==> src/rtl/clk_div_sel.sv <==
// ----------------------------------------------------------------------------
// clk_div_sel
//
// Glitch-free selector for the divided clocks from the 3-bit mclk divider.
// The chosen divider bit (or constant 0 when off) is re-registered onto
// clk_out. A one-mclk enable strobe is registered alongside it. A change of
// selection is applied only at the divider wrap point (count 7), so the new
// clock always starts at the beginning of a full low phase.
//
// Handshake/strobe semantics: cfg_sel is a level request that may change on
// any cycle. sel_busy is high while a request differing from active_sel is
// pending. switch_done is a single-cycle pulse in the cycle active_sel first
// shows the new value. clk_en is a single-cycle pulse coincident with every
// 0->1 transition of clk_out.
//
// Ports:
//   mclk        in   master clock (also clocks the upstream divider)
//   reset_n     in   asynchronous active-low reset
//   clk_div_2   in   divider bit0 (div-by-2)
//   clk_div_4   in   divider bit1 (div-by-4)
//   clk_div_8   in   divider bit2 (div-by-8)
//   cfg_sel     in   requested selection: 0=off 1=div2 2=div4 3=div8
//   clk_out     out  selected divided clock, registered
//   clk_en      out  1-mclk strobe on each clk_out rising transition
//   active_sel  out  selection currently driving clk_out
//   sel_busy    out  high while a selection change is pending
//   switch_done out  1-mclk strobe when active_sel is updated
//   state_dbg   out  current FSM state (0=IDLE, 1=WAIT), for observation
// ----------------------------------------------------------------------------
module clk_div_sel #(
    parameter logic [1:0] RESET_SEL = 2'd0
) (
    input  logic       mclk,
    input  logic       reset_n,
    input  logic       clk_div_2,
    input  logic       clk_div_4,
    input  logic       clk_div_8,
    input  logic [1:0] cfg_sel,
    output logic       clk_out,
    output logic       clk_en,
    output logic [1:0] active_sel,
    output logic       sel_busy,
    output logic       switch_done,
    output logic       state_dbg
);

    typedef enum logic {
        S_IDLE = 1'b0,
        S_WAIT = 1'b1
    } state_t;

    state_t     state;
    state_t     state_nxt;
    logic [1:0] pending_sel;
    logic [1:0] pending_nxt;
    logic [1:0] active_nxt;
    logic       done_nxt;
    logic       sel_val;
    logic       align;

    // Clock value chosen by the selection currently in force.
    always_comb begin
        sel_val = 1'b0;
        case (active_sel)
            2'd0:    sel_val = 1'b0;
            2'd1:    sel_val = clk_div_2;
            2'd2:    sel_val = clk_div_4;
            2'd3:    sel_val = clk_div_8;
            default: sel_val = 1'b0;
        endcase
    end

    // Divider count 7: on the next edge every divider bit falls together,
    // so switching here lets the old clock finish its high phase and the
    // new clock begin with a full low phase.
    assign align = clk_div_8 & clk_div_4 & clk_div_2;

    // Output clock and its rising-edge strobe.
    always_ff @(posedge mclk or negedge reset_n) begin
        if (!reset_n) begin
            clk_out <= 1'b0;
            clk_en  <= 1'b0;
        end else begin
            clk_out <= sel_val;
            clk_en  <= sel_val & ~clk_out;
        end
    end

    // Selection FSM: state and selection registers.
    always_ff @(posedge mclk or negedge reset_n) begin
        if (!reset_n) begin
            state       <= S_IDLE;
            pending_sel <= RESET_SEL;
            active_sel  <= RESET_SEL;
            switch_done <= 1'b0;
            sel_busy    <= 1'b0;
        end else begin
            state       <= state_nxt;
            pending_sel <= pending_nxt;
            active_sel  <= active_nxt;
            switch_done <= done_nxt;
            sel_busy    <= (state_nxt == S_WAIT);
        end
    end

    // Selection FSM: next-state logic. A request seen in IDLE never switches
    // in the same cycle, even at align; it always waits for the next wrap.
    always_comb begin
        state_nxt   = state;
        pending_nxt = pending_sel;
        active_nxt  = active_sel;
        done_nxt    = 1'b0;
        case (state)
            S_IDLE: begin
                if (cfg_sel != active_sel) begin
                    pending_nxt = cfg_sel;
                    state_nxt   = S_WAIT;
                end
            end
            S_WAIT: begin
                // The latest request always wins.
                pending_nxt = cfg_sel;
                if (cfg_sel == active_sel) begin
                    state_nxt = S_IDLE;
                end else if (align) begin
                    active_nxt = cfg_sel;
                    done_nxt   = 1'b1;
                    state_nxt  = S_IDLE;
                end
            end
            default: begin
                state_nxt = S_IDLE;
            end
        endcase
    end

    assign state_dbg = state;

endmodule

==> config.mk <==
export PLATFORM = sky130hd
export DESIGN_NAME = clk_div_sel
export DESIGN_NICKNAME = d
export VERILOG_FILES = /design/src/rtl/clk_div_sel.sv
export SDC_FILE = /design/constraint.sdc
export NUM_CORES = 1
export LEC_CHECK = 0
export CORE_AREA = 4 4 41 43
export CTS_CLUSTER_DIAMETER = 120
export DETAILED_ROUTE_END_ITERATION = 16
export DIE_AREA = 0 0 45 47
export SYNTH_ARGS = -nofsm -noshare
export SYNTH_HDL_FRONTEND = slang
export SYNTH_SLANG_ARGS = --single-unit
==> constraint.sdc <==
create_clock -name mclk -period 0.9 [get_ports mclk]
set_input_delay 0.225 -clock mclk [delete_from_list [all_inputs] [get_ports mclk]]
set_output_delay 0.225 -clock mclk [all_outputs]
set_load 0.03 [all_outputs]
==> results summary <==
At the end of the flow the core is filled with cells to between 40% and 50%. The synthesized flop and latch total came out at 6. Setup slack on the critical path of the routed design comes to -0.155 ns. The number of filler instances in the final layout came out at around 130.

CTS built an H-tree with a depth of 1. The overall via count from detail_route is ~230. Broken down by cell family, the worst path's largest delay share belongs to flip-flops. The checks that failed: negative setup slack.

On the worst path, the slowest cell contributes a delay of 0.44 ns. 14 I/O pins were placed. For this design, the sink count on the clock tree is 6. The count of final max-slew check failures came to 0.

In this run the deepest clock path goes through 2 buffers. The average routed wire per standard cell is 14.8 um. The kind of start point of the critical path is a flip-flop.

The clock insertion delay at the later pin of the skew report is about 0.24 ns. Summing the sequential cell areas from Yosys gives 58.8% of the chip area. The number of antenna violations at the first check in global routing is 0. The signal on the critical path passes through buf_6.

The worst hold slack came out at 0.230 ns. The upper clock frequency limit came out at ~950 MHz. The netlist uses 9 different library cells.

Entering global routing, the biggest net connects 7 pins. The number of vias per cell after detailed routing came out at between 4 and 5. The total routing usage reported by global routing is approximately 8.2%. The slowest stage of the critical path belongs to the cell sky130_fd_sc_hd__dfrtp_2. The die covers 2120 um^2. The CTS tree is yes. For this design the static power due to leakage is 0.000241 uW.

The number of warnings reported in the yosys synthesis log is 0. The cell count after synthesis is 18. The min-delay analysis places its worst path in the category in2async. The global placement routability congestion is about 0.65. The number of antenna-violating nets in the routed design is 0. The area inside the core boundary is ~1300 um^2. In this run the vertical extent of the chip is roughly 47 um. The count of buffering cells on the critical path with inverters included is 1. The net count of the finished layout is 46.

The worst clock skew came out at between 0.005 and 0.006 ns. The post-synthesis to final-layout area growth is 115%. The setup violation total in the final timing report is 13. The total routed wirelength came out at about 770 um. Across the run, the number of max-cap violations was 0. The floorplan has 13 rows. STA puts the critical path data required time at between 0.6 and 0.7 ns. The DRC marker count from the first detailed-route iteration came out at 0. Of all nets on the critical path, the largest fanout is 3.

0 antenna diodes ended up in the layout. The synthesized area divided by synthesized cell count came out at around 14 um^2. Setup repair after global routing could not meet its margin everywhere. The floorplan step set the die width to ~45 um.

The relative slew slack came out at 80.9%. The post-synth net total is 25. The worst setup path is captured at an output port.

The post-CTS clock slew at the launch and capture registers of the worst setup and hold paths came out at approximately 0.05 ns. The starting density of the core is between 15 and 20%. After global routing the overflow that remains totals 0. The number of endpoints with negative hold slack in the final report is 0. The power density over cell area came out at between 3000 and 4000 nW/um^2. The footprint of the multi-input gates came out at approximately 180 um^2.

The share of the clock period used by the worst path after layout is 117%. The cts-stage hold buffer count came out at 0. The maximum VDD drop is 1.47 mV. The cell area after synthesis came out at roughly 260 um^2. The worst setup path is of the reg2out kind. The fraction of layout instances using a drive strength above 1 came out at between 70% and 80%. The number of input and output port buffers inserted came out at 13. The first global-routing pass estimated approximately 1200 um of wire. The number of buffers created by CTS is 3. The flow ran to the end, but the final reports show violations. The residual DRC count came out at 0. The smallest clock period supported by the final layout is computed as around 1.1 ns. Leaving out fill and tap cells, the most frequent cell in the layout is sky130_fd_sc_hd__buf_6. The root buffer cell chosen for the clock tree is sky130_fd_sc_hd__clkbuf_4. For the pin with the worst max-slew slack, the measured transition is ~0.29 ns. The register cell area after layout came out at 154 um^2. The signal arrival time at the worst endpoint is approximately 0.83 ns.

The number of global-route vias before repair came out at 260. For this run, the detailed router's first-pass iteration total came to 1.
-- final cells by class --
type | instances | share of cell area [%]
Timing Repair Buffer | 17 | 32.6
Tap cell | 15 | 3.42
Clock buffer | 3 | 4.10
Multi-Input combinational cell | 11 | 31.9
Sequential cell | 6 | 28.0
-- metal layers --
layer	share of wire, %	global-route usage (%)
met5	0	0
met4	0	5.26
met3	14	3.07
met2	52	12.1
met1	35	10.0
-- power by group --
part | switching, uW | internal, uW
registers | 113 | 393
logic | 585 | 626
clock network | 93.0 | 151
total | 791 | 1170
-- registers in the layout (all words and copies together) (netlist names) --
register,count
active_sel,2
clk_en,1
clk_out,1
state_dbg,1
switch_done,1
-- synthesized netlist by cell type (all sizes together) --
cell,instances,area [um^2]
mux2i,1,10.0
mux2,2,22.5
dfrtp,6,150
buf,1,7.51
a21boi,1,7.51
a21oi,3,15.0
nand4,1,12.5
xnor2,2,17.5
a211oi,1,12.5
-- stage by stage --
stage / power [uW] / area [um^2] / std cells / TNS (ns) / setup WS (ns)
final: 1960 / 549 / 52 / -1.13 / -0.155
after global routing: 2060 / 549 / 52 / -1.61 / -0.200
after CTS: 1780 / 497 / 51 / -1.14 / -0.166
after detailed placement: 1230 / 398 / 46 / -2.15 / -0.437
after global placement: 1210 / 398 / 46 / -1.96 / -0.422
after floorplan: 960 / 267 / 18 / -0.477 / -0.119
-- logic make-up (layout without fill, tap and decap cells) --
family | Yosys count | in the layout | synth area share [%]
buffers and inverters | 1 | 20 | 2.94
and+or+nand+nor | 1 | 1 | 4.90
muxes | 3 | 3 | 12.7
DFF | 6 | 6 | 58.8
AOI/OAI and AO/OA | 5 | 5 | 13.7
xor gates and xnor gates | 2 | 2 | 6.86
-- final timing paths --
| check | from | end | slack [ns] | depth (start not counted) |
|---|---|---|---|---|
| max in group asynchronous | reset_n | active_sel[1] | 0.42 | 1 |
| hold reg to reg | clk_out | clk_en | 0.56 | 2 |
| setup reg to reg | active_sel[1] | clk_en | -0.12 | 3 |
| min in group mclk | cfg_sel[1] | active_sel[1] | 0.43 | 2 |
| setup / recovery | state_dbg | state_dbg | -0.15 | 1 |
| hold / removal | reset_n | switch_done | 0.23 | 1 |
-- what timing repair did --
item                       4_1_cts  5_1_grt
buffers inserted                 2        1
resized for setup               19        7
setup endpoints to repair       12       13
pin swaps                        4        1
No activity file was read; power rests on OpenSTA's default activity.
